File: src/rtl/seg_pkg.sv
// Shared constants for the multiplexed seven-segment scanner: digit count,
// hex-to-segment table (active-low {g,f,e,d,c,b,a}) and the blank pattern.
package seg_pkg;

  localparam int DIGITS = 8;

  localparam logic [6:0] SEG_BLANK = 7'h7F;

  localparam logic [6:0] SEG_TABLE [16] = '{
    7'h40, 7'h79, 7'h24, 7'h30, 7'h19, 7'h12, 7'h02, 7'h78,
    7'h00, 7'h10, 7'h08, 7'h03, 7'h46, 7'h21, 7'h06, 7'h0E
  };

endpackage

File: src/rtl/seg_scan_display_hex7seg.sv
// Combinational hex nibble to active-low seven-segment pattern.
module hex7seg
  import seg_pkg::*;
(
  input  logic [3:0] hex,
  output logic [6:0] seg
);

  assign seg = SEG_TABLE[hex];

endmodule

File: src/rtl/seg_scan_display.sv
// Eight-digit multiplexed hex display with frame-aligned value handshake.
// Define SEG_LEAD_ZERO_BLANK_EN to blank leading zero digits (digit 0 always lit).
module seg_scan_display
  import seg_pkg::*;
#(
  parameter int SCAN_DIV = 100000
)
(
  input  logic        clk,
  input  logic        reset,
  input  logic [31:0] val_data,
  input  logic        val_valid,
  output logic        val_ready,
  output logic [6:0]  seg,
  output logic [7:0]  ans
);

  localparam int CNT_W = (SCAN_DIV > 2) ? $clog2(SCAN_DIV) : 1;
  localparam int DIG_W = $clog2(DIGITS);
  localparam logic [CNT_W-1:0] DIV_LAST = CNT_W'(SCAN_DIV - 1);
  localparam logic [DIG_W-1:0] DIG_LAST = DIG_W'(DIGITS - 1);

  logic [CNT_W-1:0] divcnt_q, divcnt_d;
  logic [DIG_W-1:0] dig_q, dig_d;
  logic [31:0]      shadow_q, shadow_d;
  logic [6:0]       seg_q, seg_d;
  logic [7:0]       ans_q, ans_d;

  logic             tick;
  logic             blank;
  logic [3:0]       nibble;
  logic [6:0]       nibble_seg;

  hex7seg u_hex7seg (
    .hex (nibble),
    .seg (nibble_seg)
  );

  // Outputs are computed from the next-state digit and shadow so a value
  // captured on the frame-boundary tick already drives digit 0.
  always_comb begin
    tick      = (divcnt_q == DIV_LAST);
    val_ready = tick && (dig_q == DIG_LAST);
    divcnt_d  = tick ? '0 : divcnt_q + CNT_W'(1);
    dig_d     = tick ? dig_q + DIG_W'(1) : dig_q;
    shadow_d  = (val_valid && val_ready) ? val_data : shadow_q;
    nibble    = shadow_d[{dig_d, 2'b00} +: 4];
  end

`ifdef SEG_LEAD_ZERO_BLANK_EN
  always_comb begin
    blank = (dig_d != '0) && ((shadow_d >> {dig_d, 2'b00}) == 32'h0);
  end
`else
  always_comb begin
    blank = 1'b0;
  end
`endif

  always_comb begin
    ans_d = ans_q;
    seg_d = seg_q;
    if (tick) begin
      if (blank) begin
        ans_d = 8'hFF;
        seg_d = SEG_BLANK;
      end else begin
        ans_d = ~(8'b1 << dig_d);
        seg_d = nibble_seg;
      end
    end
  end

  always_ff @(posedge clk or negedge reset) begin
    if (!reset) begin
      divcnt_q <= '0;
      dig_q    <= '0;
      shadow_q <= 32'h0;
      ans_q    <= 8'hFE;
      seg_q    <= SEG_TABLE[0];
    end else begin
      divcnt_q <= divcnt_d;
      dig_q    <= dig_d;
      shadow_q <= shadow_d;
      ans_q    <= ans_d;
      seg_q    <= seg_d;
    end
  end

  assign seg = seg_q;
  assign ans = ans_q;

endmodule

File: config.mk
export PLATFORM = sky130hd
export DESIGN_NAME = seg_scan_display
export DESIGN_NICKNAME = d
export VERILOG_FILES = /design/src/rtl/seg_pkg.sv /design/src/rtl/seg_scan_display_hex7seg.sv /design/src/rtl/seg_scan_display.sv
export SDC_FILE = /design/constraint.sdc
export NUM_CORES = 1
export LEC_CHECK = 0
export BUFFER_PORTS_ARGS = -buffer_cell sky130_fd_sc_hd__buf_4
export CAP_MARGIN = 10
export CORE_UTILIZATION = 54
export CTS_BUF_LIST = sky130_fd_sc_hd__clkbuf_8
export DETAILED_ROUTE_END_ITERATION = 10
export PLACE_DENSITY = 0.79
export SLEW_MARGIN = 20
export SYNTH_ARGS = -nofsm -noshare
export SYNTH_HDL_FRONTEND = slang
export SYNTH_SLANG_ARGS = --single-unit
File: constraint.sdc
create_clock -name clk -period 3.6 [get_ports clk]
set_clock_uncertainty 0.05 [all_clocks]
set_input_delay 0.54 -clock clk [delete_from_list [all_inputs] [get_ports clk]]
set_output_delay 0.54 -clock clk [all_outputs]
set_load 0.02 [all_outputs]
* Word-level counts from Yosys, hierarchy flattened *
Memory sizes are Yosys's and may differ from the RTL's. A register that Yosys moved wholly into a read port is not among the register bits.
Index checks and enable logic that the tools add are counted.

operators by class
  multiply operators = 0
  bitwise logic cells = 2
  reduce and logical (&&, ||, !) cells = 3
  shift operators = 2
  add/sub/neg operators = 2
  order comparisons = 0
  equal/unequal tests = 2
  divide/modulo/power cells = 0
  mux-type cells = 3

operators by type and width
  operator               count
  $mux 32                1
  $shiftx 32x6->4        1
  $add 17x1->17 const B  1
  $eq 17x17->1 const B   1
  $mux 17                1
  $not 8->8              1
  $shl 1x3->8 const A    1
  $not 4->5              1
  $add 3x1->3 const B    1
  $eq 3x3->1 const B     1
  $mux 3                 1
  $logic_and 1x1->1      2
  $logic_not 1->1        1

storage, ports and cells
  latch bits = 0
  logic and storage cells = 19
  bits of input ports = 35
  output and inout bits = 16
  bits in registers = 60
  RAM bits = 0
  bits in read-only memories = 112
  memories = 1

memory list
  name              words  bits a word  rd ports  clocked after Yosys merged registers in  write ports  line                           text
  (name not given)  16     7            1         1                                        0            seg_scan_display_hex7seg.sv:9  assign seg = SEG_TABLE[hex];

* Depth between registers and ports, before layout *
  depth in word-level cells = 6
  mapped depth = 16
  mapped depth without buffers = 14

* By module *
Synthesis repeated with hierarchy kept, for this count alone.

second synthesis, totals
  cell total of the unflattened synthesis = 343
  area total of the unflattened synthesis = 3447.1 µm²

modules (own cells, without submodules)
  module            sequential area each (µm²)  times used  cells an instance  area each (µm²)
  seg_scan_display  1686.6                      1           310                3173.0
  hex7seg           0.0                         1           33                 274.0

* Least setup slack after synthesis *
Ideal clock, no wire load.

  path type = flip-flop to flip-flop
  start = register divcnt_q[0]
  end = register seg_q[3], in the netlist seg[3]
  period minus slack after synthesis = 3382 ps
  arrival time = 3200 ps
  path buffers = 3
  data required time = 3418 ps
  slack = 218 ps
  library setup time = 132 ps
  cell stages (with the launch flop) = 16
  cells stage by stage = dfrtp_1 ha_1 and4_1 buf_4 and4_1 nand2_1 buf_2 buf_2 mux2i_1 o221ai_1 a21boi_1 inv_1 ha_1 mux2_1 mux2i_1 o21ai_1

on the way
  word-level cells in the longest chain between the ends = 6
  elaborated cells on any way between the ends = 7
  classes of those cells = eq/ne: 1; shift: 1; mux: 2; bitwise: 1; reduce/logical: 2

ends and longest elaborated chain
  what                             line                           text
  start, declared                  seg_scan_display.sv:23         logic [CNT_W-1:0] divcnt_q, divcnt_d;
  start signal, assigned           seg_scan_display.sv:82         divcnt_q <= divcnt_d;
  $eq 17x17->1 *                   seg_scan_display.sv:42         tick = (divcnt_q == DIV_LAST);
  $logic_and 1x1->1                seg_scan_display.sv:43         val_ready = tick && (dig_q == DIG_LAST);
  $logic_and 1x1->1                seg_scan_display.sv:46         shadow_d = (val_valid && val_ready) ? val_data : shadow_q;
  $mux 32                          seg_scan_display.sv:46
  $shiftx 32x6->4                  seg_scan_display.sv:47         nibble = shadow_d[{dig_d, 2'b00} +: 4];
  $not 4->5 (implied by the code)  seg_scan_display_hex7seg.sv:9
  end, declared                    seg_scan_display.sv:26         logic [6:0] seg_q, seg_d;

Every way passes the cells marked *; elsewhere a longest branch is shown, timed or not.
A chain may end at the register's enable or synchronous reset.

* Worst setup path after layout *
  start = register divcnt_q[0]
  end = register seg_q[2], in the netlist seg[2]

on the way
  elaborated cells on any way between the ends = 7
  classes of those cells = eq/ne: 1; shift: 1; mux: 2; bitwise: 1; reduce/logical: 2

RTL lines
  what                             line                           text
  $eq 17x17->1                     seg_scan_display.sv:42
  $mux 3                           seg_scan_display.sv:45         dig_d = tick ? dig_q + DIG_W'(1) : dig_q;
  net dig_d[0]                     seg_scan_display.sv:24         logic [DIG_W-1:0] dig_q, dig_d;
  $shiftx 32x6->4                  seg_scan_display.sv:47
  $not 4->5 (implied by the code)  seg_scan_display_hex7seg.sv:9

The timed path passes the listed nets, and every way through them passes these cells.

==> flow_metrics.py <==
metrics = {
    "synth": {
        "synthCells": 361,
        "synth-edff-count": 0,
        "ys_async_sr_fraction_pct": 100,
        "yosys.area.top_type_share_pct": 40.8,
        "ys_top_cells_by_area": "dfrtp_1, nand2_1, mux2i_1",
        "synth_cell_type_count": 63,
        "syn_area_per_cell_um2": 10.0,
        "synthTopCellsByCount": "nand2_1, dfrtp_1, mux2i_1",
        "synth-seq-cells": 67,
        "yosysMostFrequentCell": "nand2_1",
        "syn-cell-area_um2": 3620,
        "synthFlopType": "dfrtp_1",
        "synth_warnings": 0,
        "synthesis.nets": 405,
        "ys_seq_area_share_pct": 46.6,
        "yosysTopAreaCell": "dfrtp_1",
    },
    "drt": {
        "drtPass1Iterations": 7,
        "drcViolationCount": 9,
        "wl_um": 8310,
        "dr.first_iter.drc_count": 132,
        "postRouteAntennaNets": 0,
        "avgRoutedWirePerCell_um": 16.7,
        "via_per_inst": 5.83,
        "vias": 2905,
    },
    "global_routing": {
        "track_usage_pct": 26.0,
        "grt_pass1_wl_um": 14100,
        "antenna_found_initial": 0,
        "grt_overflow": 0,
        "grt_max_degree": 68,
        "grt_pass1_vias": 2911,
    },
    "status": {
        "outcome": "finished, violations left",
        "violations": "design-rule violations",
    },
    "cts": {
        "root_buffer": "clkbuf_8",
        "clock_sinks": 67,
        "path_clk_slew_ps": 70,
        "cts_setup_buffers": 0,
        "htree_num_levels": 3,
        "clk_latency_ps": 340,
        "cts_buffers": 9,
        "cts_max_path_buffers": 2,
        "cts_tree": "built",
    },
    "die": {
        "core-area_um2": 6420,
        "ios": 51,
        "initial_core_util_pct": 56.3,
        "die_area_um2": 7030,
        "core.rowCount": 29,
        "die_w_um": 83.8,
        "fp.dieH_um": 83.8,
    },
    "timing": {
        "max-slew-margin-rel_pct": 45.1,
        "drv_slew": 0,
        "tightest_slew_ps": 823,
        "fin_crit_ps": 3420,
        "hold_viol": 0,
        "timing.fmax_ghz": 0.292,
        "finalSetupViolations": 0,
        "setup_tns_ps": 0,
        "min_period_over_period_pct": 95.0,
        "rsz0062_at_grt": "false",
    },
    "finish": {
        "diodes": 0,
        "fin_cells": 498,
        "nets": 460,
        "drive_above_1_share_pct": 25.7,
        "area_growth_pct": 19.8,
    },
    "placement": {
        "dp_cells": 482,
        "dp_hpwl_um": 6120,
        "routabilityCongestion": 0.869,
        "port_buffers": 50,
    },
    "hold_path": {
        "hold_path.class": "input pin to async pin",
    },
    "power": {
        "p_leak_nw": 2.25,
        "p_per_area_nw_per_um2": 348,
        "power_mw": 1.51,
        "max-vdd-ir-drop_uv": 188,
    },
    "job": {
        "max_cap_violations": 0,
    },
    "critical_path": {
        "critical_path_arrival_ps": 3590,
        "cp_max_fo": 18,
        "crit_path_start_kind": "flop",
        "required_ps": 3770,
        "endpoint_kind": "flop",
        "crit_type": "flop to flop",
    },
}
## through the flow
step / hold WS, ps / util (%) / cell area [um^2] / worst slack (ps)
final: 253 / 67.4 / 4330 / 181
after global routing: 316 / 67.4 / 4330 / 9.08
after CTS: 279 / 67.3 / 4330 / 114
after detailed placement: 404 / 63.8 / 4100 / 117
after global placement: 398 / 63.8 / 4100 / 271
after floorplan: 194 / - / 3620 / 218
## layout by cell type, fill, tap and decap left out, types with 5 or more instances in the layout
cell / Yosys / routed
nand2_1: 65 / 65
buf_4: 1 / 63
dfrtp_1: 59 / 59
mux2i_1: 22 / 22
inv_1: 21 / 22
nor2_1: 19 / 19
nand3_1: 18 / 18
clkbuf_8: 0 / 11
ha_1: 9 / 9
xnor2_1: 8 / 8
dfstp_2: 8 / 8
o21ai_0: 7 / 7
a21oi_1: 7 / 7
and2_1: 6 / 6
o221ai_1: 6 / 6
xor2_1: 6 / 6
mux4_2: 5 / 5
a31oi_1: 5 / 5
## cell families after synthesis
logic type      after synthesis  synth area share (%)
compound gates               58                  12.4
fa+ha+maj                     9                  3.11
simple gates                139                  18.6
flops                        67                  46.6
mux                          31                  10.4
buf+inv                      42                  4.91
xor+xnor                     15                  3.84
## report_power, final
group / switching, mW / internal (mW)
Clock: 0.283 / 0.424
Sequential: 0 / 0.753
Combinational: 0.0226 / 0.0257
## sequential cells by signal, indices dropped and copies added, names as in the netlist
register / flops
shadow_q: 32
dig_q: 3
divcnt_q: 17
ans: 8
seg: 7
## path summary, 6_finish.rpt
kind	from	end	slack [ps]	cells after the start
setup / recovery	divcnt_q[0]	seg[2]	180	11
hold / removal	reset	divcnt_q[11]	250	1
setup reg to reg	divcnt_q[0]	seg[2]	180	11
hold reg to reg	shadow_q[23]	shadow_q[23]	420	2
max in group asynchronous	reset	shadow_q[19]	2720	1
min in group clk	val_data[30]	shadow_q[30]	360	3
## layer usage
layer  global-route usage, %  wire [um]  up-vias
met4                    11.4        165        0
met1                    34.7       3780     1428
met3                    4.95        492       15
li1                        -          -     1367
met5                       0          0        -
met2                    41.5       3870       95
## layout make-up
class | count | area (um^2)
Timing Repair Buffer | 63 | 473
Fill cell | 487 | 2090
Tap cell | 77 | 96.3
Multi-Input combinational cell | 252 | 1760
Sequential cell | 67 | 1690
Clock buffer | 11 | 151
Inverter | 23 | 88.8
Clock inverter | 5 | 76.3
## what timing repair did
action	4_1_cts	5_1_grt
gates resized for setup	0	1
hold endpoints to repair	0	0
hold buffers	0	0
endpoints found under the setup margin	0	1
## critical path: stages (launching register included)
cell and delay, ps:
dfrtp_1 410, ha_1 250, and4_1 290, and4_4 290, xnor2_2 410, mux4_2 440
a2111oi_4 390, a31oi_2 140, buf_4 220, nand2_1 100, a2bb2oi_1 230, o21ai_1 90
Note: power is estimated with default switching activity, not from simulation.
